<file path="src/rtl/count_pkg.sv">
// Shared types and helpers for the multi-digit BCD counter.
package count_pkg;

  localparam logic [7:0] SEG_BLANK = 8'hFF;  // all segments off (active-low)
  localparam logic [3:0] BCD_MAX   = 4'd9;

  typedef logic [3:0] bcd_t;

  typedef enum logic {
    IDLE = 1'b0,
    RUN  = 1'b1
  } state_t;

  typedef struct packed {
    logic carry;
    bcd_t digit;
  } bcd_step_t;

  // One BCD digit of an up/down ripple chain. en is the carry/borrow from
  // the digit below (or the tick for digit 0); carry goes to the digit above.
  function automatic bcd_step_t bcd_step(input bcd_t d, input logic up, input logic en);
    bcd_step_t r;
    r.carry = 1'b0;
    r.digit = d;
    if (en) begin
      if (up) begin
        if (d >= BCD_MAX) begin
          r.digit = '0;
          r.carry = 1'b1;
        end else begin
          r.digit = d + 4'd1;
        end
      end else begin
        if (d == '0) begin
          r.digit = BCD_MAX;
          r.carry = 1'b1;
        end else begin
          r.digit = d - 4'd1;
        end
      end
    end
    return r;
  endfunction

endpackage

</file>
<file path="src/rtl/count_bcd_ndigit_decord_7seg.sv">
// BCD digit to active-low 7-segment pattern (bit 7 = decimal point, off).
module decord_7seg
  import count_pkg::*;
(
  input  logic [3:0] SW,
  output logic [7:0] HEX
);

  // Combinational segment lookup; non-BCD codes show nothing.
  always_comb begin
    case (SW)
      4'd0:    HEX = 8'hC0;
      4'd1:    HEX = 8'hF9;
      4'd2:    HEX = 8'hA4;
      4'd3:    HEX = 8'hB0;
      4'd4:    HEX = 8'h99;
      4'd5:    HEX = 8'h92;
      4'd6:    HEX = 8'h82;
      4'd7:    HEX = 8'hF8;
      4'd8:    HEX = 8'h80;
      4'd9:    HEX = 8'h90;
      default: HEX = SEG_BLANK;
    endcase
  end

endmodule

</file>
<file path="src/rtl/count_bcd_ndigit.sv">
// Multi-digit BCD up/down counter with tick prescaler, start/stop/clear
// control, wrap pulse and per-digit 7-segment outputs.
// Optional build macro: COUNT_BCD_LZ_BLANK_EN (leading-zero blanking on HEX).
//
// state | meaning
// IDLE  | count frozen, prescaler held at 0
// RUN   | prescaler running, count steps once per tick
module count_bcd_ndigit
  import count_pkg::*;
#(
  parameter int FREQ    = 50_000_000,
  parameter int TICK_HZ = 1,
  parameter int DIGITS  = 4
) (
  input  logic                  clk,
  input  logic                  n_rst,
  input  logic                  start,
  input  logic                  stop,
  input  logic                  clear,
  input  logic                  up_dn,
  output logic                  running,
  output logic                  wrap,
  output logic [4*DIGITS-1:0]   bcd,
  output logic [8*DIGITS-1:0]   HEX
);

  localparam int DIV = FREQ / TICK_HZ;
  localparam int PW  = (DIV > 1) ? $clog2(DIV) : 1;
  localparam logic [PW-1:0] DIV_M1 = PW'(DIV - 1);

  state_t                state_q, state_d;
  logic [PW-1:0]         presc_q;
  logic                  tick;
  logic [4*DIGITS-1:0]   bcd_q, bcd_d;
  logic [DIGITS:0]       chain;
  bcd_step_t             step;
  logic [8*DIGITS-1:0]   seg_raw;

  assign tick    = (state_q == RUN) && (presc_q == DIV_M1);
  assign running = (state_q == RUN);
  assign bcd     = bcd_q;

  // Next state: a lone start or lone stop moves the FSM; both together do nothing.
  always_comb begin
    state_d = state_q;
    if (start && !stop)
      state_d = RUN;
    else if (stop && !start)
      state_d = IDLE;
  end

  // State register.
  always_ff @(posedge clk or negedge n_rst) begin
    if (!n_rst)
      state_q <= IDLE;
    else
      state_q <= state_d;
  end

  // Prescaler: counts only in RUN, zeroed on tick, clear, or when leaving RUN.
  always_ff @(posedge clk or negedge n_rst) begin
    if (!n_rst)
      presc_q <= '0;
    else if (clear || (state_q != RUN) || (state_d == IDLE) || tick)
      presc_q <= '0;
    else
      presc_q <= presc_q + 1'b1;
  end

  // Ripple the tick through all digits in one cycle; chain top is the wrap.
  always_comb begin
    chain    = '0;
    chain[0] = tick;
    bcd_d    = bcd_q;
    step     = '0;
    for (int i = 0; i < DIGITS; i++) begin
      step              = bcd_step(bcd_q[4*i +: 4], up_dn, chain[i]);
      bcd_d[4*i +: 4]   = step.digit;
      chain[i+1]        = step.carry;
    end
  end

  // Count and wrap registers; clear overrides a coincident tick.
  always_ff @(posedge clk or negedge n_rst) begin
    if (!n_rst) begin
      bcd_q <= '0;
      wrap  <= 1'b0;
    end else if (clear) begin
      bcd_q <= '0;
      wrap  <= 1'b0;
    end else begin
      bcd_q <= bcd_d;
      wrap  <= chain[DIGITS];
    end
  end

  for (genvar g = 0; g < DIGITS; g++) begin : g_dec
    decord_7seg u_dec (
      .SW  (bcd_q[4*g +: 4]),
      .HEX (seg_raw[8*g +: 8])
    );
  end

`ifdef COUNT_BCD_LZ_BLANK_EN
  logic [DIGITS-1:0] lz;  // this digit and every digit above it are zero

  // Blank leading zeros above digit 0; digit 0 is always shown.
  always_comb begin
    lz  = '0;
    HEX = seg_raw;
    lz[DIGITS-1] = (bcd_q[4*(DIGITS-1) +: 4] == '0);
    for (int i = DIGITS - 2; i >= 0; i--)
      lz[i] = lz[i+1] && (bcd_q[4*i +: 4] == '0);
    for (int i = 1; i < DIGITS; i++)
      if (lz[i])
        HEX[8*i +: 8] = SEG_BLANK;
  end
`else
  assign HEX = seg_raw;
`endif

endmodule

</file>
<file path="config.mk">
export PLATFORM = sky130hd
export DESIGN_NAME = count_bcd_ndigit
export DESIGN_NICKNAME = d
export VERILOG_FILES = /design/src/rtl/count_pkg.sv /design/src/rtl/count_bcd_ndigit_decord_7seg.sv /design/src/rtl/count_bcd_ndigit.sv
export SDC_FILE = /design/constraint.sdc
export NUM_CORES = 1
export LEC_CHECK = 0
export CAP_MARGIN = 30
export CORE_ASPECT_RATIO = 2
export CORE_UTILIZATION = 54
export CTS_CLUSTER_DIAMETER = 50
export DETAILED_ROUTE_END_ITERATION = 6
export GPL_TIMING_DRIVEN = 0
export PLACE_DENSITY = 0.81
export SLEW_MARGIN = 25
export SYNTH_ARGS = -nofsm -noshare
export SYNTH_HDL_FRONTEND = slang
export SYNTH_SLANG_ARGS = --single-unit
export TNS_END_PERCENT = 10
</file>
<file path="constraint.sdc">
create_clock -name clk -period 3.1 [get_ports clk]
set_input_delay 0.62 -clock clk [delete_from_list [all_inputs] [get_ports clk]]
set_output_delay 0.62 -clock clk [all_outputs]
set_load 0.01 [all_outputs]
</file>
==> impl_metrics.tcl, run 1 <==
set metrics [dict create \
    maxCapViolCount 0 \
    hold_slack_ns 0.2632 \
    ant_nets 0 \
    r2r-end "bcd[10]" \
    path_max_fanout 9 \
    drc_errors 0 \
    async_flop_share 1.000 \
    wl_met1_mm 3.090 \
    synth_top_area_cell "dfrtp_1" \
    crit_path_end_kind "output port" \
    r2r-start "bcd[5]" \
    syn-mean-instance-area_sq_um 8.195 \
    dr.max_layer_used "met4" \
    status "finished clean" \
    die_w_um 58.12 \
    ctsHoldBuffers 0 \
    synth_edf_count 0 \
    post_drt_wl_per_cell_um 15.22 \
    period_share 0.9294 \
    ys_ff_latch 44 \
    clock_sinks 44 \
    tritoncts "done" \
    clk_latency_ns 0.29 \
    synthDominantCellAreaShare 0.3238 \
    cts_root_buffer "clkbuf_16" \
    tns_ns 0 \
    grt_pass1_vias 3147 \
    numPortBuffers 49 \
    via_count 3214 \
    final_cell_mix "54 x nor2_1, 48 x clkdlybuf4s50_1, 44 x dfrtp_1, 37 x nand2_1, 36 x a21oi_1" \
    synth_cell_types 53 \
    period_needed_ns 2.881 \
    overflow 0 \
    hold_class "in2async" \
    ir_worst_vdd_v 0.0003959 \
    cts_made_buffers 5 \
    arrival_ns 2.26 \
    hpwl_mm 6.517 \
    ioPinCount 56 \
    slew_violations 0 \
    cts_buffer_depth 2 \
    synthFlopType "dfrtp_1" \
    rows 40 \
    layout_commonest_cell "nor2_1" \
    grt_pass1_wl_mm 14.24 \
    cts_setup_buffers 0 \
    ff2ff_setup_slack_ns 0.45 \
    wl_met3_um 201 \
    post-route-util 0.6913 \
    tightest_slew_ns 0.6187 \
    start_util 0.5616 \
    cts.repair.resized 0 \
    layout-drive-gt1-share 0.06723 \
    drtIter0Drc 199 \
    route.met2.wl_mm 5.039 \
    power_density_mw_per_mm2 299.8 \
    die_area_sq_mm 0.006638 \
    p_leak_uw 0.001795 \
    viasPerCell 5.739 \
    synth_area_sq_mm 0.003401 \
    ys.warnings.count 0 \
    dr.pass1.iters 4 \
    yosys-top-cells-area "dfrtp_1 32%, ha_1 8.8%, nor2_1 6.0%" \
    grt_use_total 0.2709 \
    r2r_cells 8 \
    critPathRequiredTime_ns 2.48 \
    die_h_um 114.2 \
    max_slew_margin 0.5837 \
    grt_max_degree 29 \
    finalNetCount 505 \
    wirelength_mm 8.521 \
    diodes 0 \
    path_class "reg2out" \
    core_area_sq_mm 0.006056 \
    gp_congestion 0.8878 \
    htreeDepth 2 \
    rsz0062_at_grt "no" \
    final-hold-violation-count 0 \
    yosysSeqAreaShare 0.3238 \
    syn_to_final_growth_pct 23.11 \
    start_kind "register" \
    synthCells 415 \
    clkTransAtPathRegs_ns 0.06 \
    setup_viol 0 \
    fmax_mhz 347.1 \
    skew_ns 0.006511 \
    grt_antenna_before_repair 0 \
]
[power by group]
group / switching (uW) / total, uW / internal, uW / leakage, uW
Clock: 220 / 599 / 379 / 0.0000808
Sequential: 3.37 / 581 / 577 / 0.000611
Combinational: 49.9 / 75.7 / 25.7 / 0.00110
[critical path, cell delays in order (launching register included)]
cell and delay [ns]:
dfrtp_1 0.34, clkbuf_1 0.32, inv_1 0.22, nor3_1 0.49
nor2_1 0.11, clkdlybuf4s50_1 0.49
[layout make-up]
class                           count  area [sq um]
Timing Repair Buffer               50         505.5
Tap cell                           84         105.1
Inverter                           19         71.32
Clock inverter                      2         35.03
Clock buffer                        6         128.9
Multi-Input combinational cell    334          2141
Buffer                             21         98.84
Fill cell                         473          1869
Sequential cell                    44          1101
[metrics by stage]
stage / instance area (sq um) / worst slack (ns) / cells / power (uW)
floorplan: 3412 / 0.7295 / 418 / 632.1
global placement: 4008 / 0.2471 / 551 / 663.3
detailed placement: 4023 / 0.4767 / 552 / 667.1
CTS: 4187 / 0.2184 / 560 / 1262
global route: 4187 / 0.05204 / 560 / 1293
finish: 4187 / 0.2187 / 560 / 1255
[Yosys cell counts, types with 2 or more instances]
master    number
nor2_1        54
dfrtp_1       44
nand2_1       37
a21oi_1       36
ha_1          24
o21ai_0       22
inv_1         19
xnor2_1       15
xor2_1        14
nand3_1       13
nor3_1        11
clkbuf_1      10
nand4_1       10
and3_1         8
a31oi_1        6
mux2i_1        6
or2_2          6
or3_1          6
nand2b_1       5
nor3b_1        5
o21a_1         5
and4_1         4
buf_2          4
buf_4          4
nor4_1         4
buf_1          3
nor4b_1        3
nor4bb_1       3
o21bai_1       3
a211o_1        2
a211oi_1       2
a31o_2         2
and2_1         2
and4b_1        2
or3b_2         2
or4b_1         2
[layer usage]
layer | global-route usage | vias to the layer above
met3 | 0.02599 | 22
met5 | 0 | -
met1 | 0.2827 | 1535
met2 | 0.5272 | 80
met4 | 0.1095 | 0
li1 | - | 1577
[worst max-delay path by stage]
stage / from / to / slack (ns) / cells after the start
after global routing: bcd[11] / HEX[21] / 0.05 / 5
after detailed placement: bcd[5] / bcd[10] / 0.48 / 8
final: bcd[11] / HEX[18] / 0.22 / 5
after CTS: bcd[11] / HEX[21] / 0.22 / 5
after floorplan: bcd[4] / bcd[10] / 0.73 / 8
after global placement: n_rst / bcd[15] / 0.25 / 1
[cell families after synthesis]
logic type,count (synthesis),share of synthesized area
and+or+nand+nor,183,0.2855
buffers and inverters,40,0.05004
AOI/OAI and AO/OA,87,0.1523
DFF,44,0.3238
xor gates and xnor gates,29,0.07469
other,1,0.001103
adders and majority gates,24,0.08830
muxes,7,0.02428
[flip-flops by register name, summed over array words and instances, names as in the netlist]
signal,cells
running,1
bcd,16
wrap,1
presc_q,26
No activity file was read; power rests on OpenSTA's default activity.
==> run 2: changes to the inputs <==
CORE_UTILIZATION = 55   (was 54)
CTS_BUF_LIST = sky130_fd_sc_hd__clkbuf_4   (was default)
PLACE_DENSITY = 0.82   (was 0.81)
==> run 2 against run 1 <==
Against the previous run: the flow now finishes with violations (DRC); worst setup slack got worse by 0.073 ns; die area fell by 1.8%; clock power fell by 51%; sequential share of layout area rose by 0.83 points; critical path type unchanged; critical endpoint is now HEX[12].
==> impl_metrics.tcl, run 2 (synthesis gave the netlist of run 1 again) <==
set metrics [dict create \
    cts_setup_buffers 0 \
    worstPathCellList "clkbuf_1 -> inv_1 -> ha_1 -> nand2_1 -> o21a_1 -> clkdlybuf4s50_1" \
    cp.depth 6 \
    cp-endpoint "HEX[12]" \
    status "complete, but fails checks" \
    via_count 3188 \
    final_cell_mix "54 x nor2_1, 48 x clkdlybuf4s50_1, 43 x dfrtp_1, 37 x nand2_1, 36 x a21oi_1" \
    clkTransAtPathRegs_ns 0.14 \
    critPathRequiredTime_ns 2.48 \
    r2r-end "bcd[11]" \
    cts_made_buffers 5 \
    die_w_um 57.60 \
    grt_max_degree 28 \
    final-hold-violation-count 0 \
    viasPerCell 5.915 \
    max_slew_margin 0.5185 \
    grt_pass1_wl_mm 13.95 \
    finalNetCount 505 \
    tightest_slew_ns 0.7156 \
    arrival_ns 2.33 \
    wirelength_mm 8.390 \
    path_class "reg2out" \
    grt_antenna_before_repair 0 \
    ctsHoldBuffers 0 \
    numPortBuffers 49 \
    largest_register "presc_q" \
    ir_worst_vdd_v 0.0002638 \
    slowest_delay_ns 0.54 \
    setup_viol 0 \
    syn_to_final_growth_pct 19.46 \
    ff2ff_setup_slack_ns 0.37 \
    maxCapViolCount 0 \
    ioPinCount 56 \
    htreeDepth 2 \
    slew_violations 0 \
    start_util 0.5663 \
    gp_congestion 0.9171 \
    hold_slack_ns 0.2648 \
    drc_errors 7 \
    core_area_sq_mm 0.006006 \
    tritoncts "done" \
    clk_latency_ns 0.37 \
    ant_nets 0 \
    multi_input_area_sq_mm 0.002141 \
    hpwl_mm 6.700 \
    dr.pass1.iters 7 \
    fmax_mhz 338.5 \
    violations "DRC" \
    r2r-start "bcd[5]" \
    overflow 0 \
    start_kind "register" \
    period_share 0.9530 \
    path_max_fanout 10 \
    p_leak_uw 0.001753 \
    crit_start "bcd[6]" \
    rsz0062_at_grt "no" \
    regArea_sq_mm 0.001102 \
    cts_root_buffer "clkbuf_4" \
    rows 40 \
    die_h_um 113.2 \
    diodes 0 \
    worst-path-buf-inv 3 \
    skew_ns 0.02110 \
    grt_use_total 0.2691 \
    crit_path_end_kind "output port" \
    hold_class "in2async" \
    layout_commonest_cell "nor2_1" \
    critical-path-top-delay-family "buffers and inverters" \
    clock_sinks 44 \
    tns_ns 0 \
    drtIter0Drc 166 \
    post_drt_wl_per_cell_um 15.57 \
    largest_reg_flops 26 \
    die_area_sq_mm 0.006521 \
    cts_buffer_depth 2 \
    layout-drive-gt1-share 0.07143 \
    critPathSlowestCell "clkdlybuf4s50_1" \
    period_needed_ns 2.954 \
    grt_pass1_vias 3198 \
    r2r_cells 7 \
    power_density_mw_per_mm2 233.8 \
    fillerInstances 504 \
]
[run 2: stage by stage]
step                setup WS [ns]  std cells    util  total power (uW)  cell area, sq um
floorplan                  0.7295        418       -             632.1              3412
global placement           0.2290        530  0.6629             662.9              3981
detailed placement         0.4664        531  0.6667             668.0              4004
CTS                        0.1204        539  0.6760             957.6              4060
global route              0.02165        539  0.6765             985.2              4063
finish                     0.1456        539  0.6765             949.7              4063
[run 2: area by class of cell]
class	count	area share
clock inverter	1	0.0009239
timing repair buffer	50	0.1263
tap	63	0.01940
buffer	21	0.02464
sequential	44	0.2713
multi-input combinational	334	0.5269
inverter	19	0.01755
clock buffer	7	0.01294
[run 2: worst min path at each step]
stage / start / cells after the start / slack [ns] / end
final: n_rst / 1 / 0.26 / presc_q[20]
after global routing: n_rst / 1 / 0.31 / running
after CTS: n_rst / 1 / 0.28 / presc_q[3]
after detailed placement: presc_q[0] / 1 / 0.49 / presc_q[0]
after global placement: presc_q[0] / 1 / 0.49 / presc_q[0]
after floorplan: n_rst / 0 / 0.32 / bcd[0]
[run 2: report_power, final]
part,leakage (uW),switching [uW],internal [uW]
sequential,0.000610,3.15,577
clock,0.0000338,188,105
combinational,0.00111,49.5,26.6
[run 2: repair_timing]
action,CTS,global route
setup endpoints to repair,0,3
hold endpoints to repair,0,0
resized for setup,0,3
[run 2: routing by layer]
metal | global-route usage | share of wire | vias up
met1 | 0.2596 | 0.35 | 1530
met5 | 0 | 0 | -
met4 | 0.1187 | 0.029 | 0
met3 | 0.03543 | 0.023 | 21
li1 | - | - | 1571
met2 | 0.5341 | 0.59 | 66
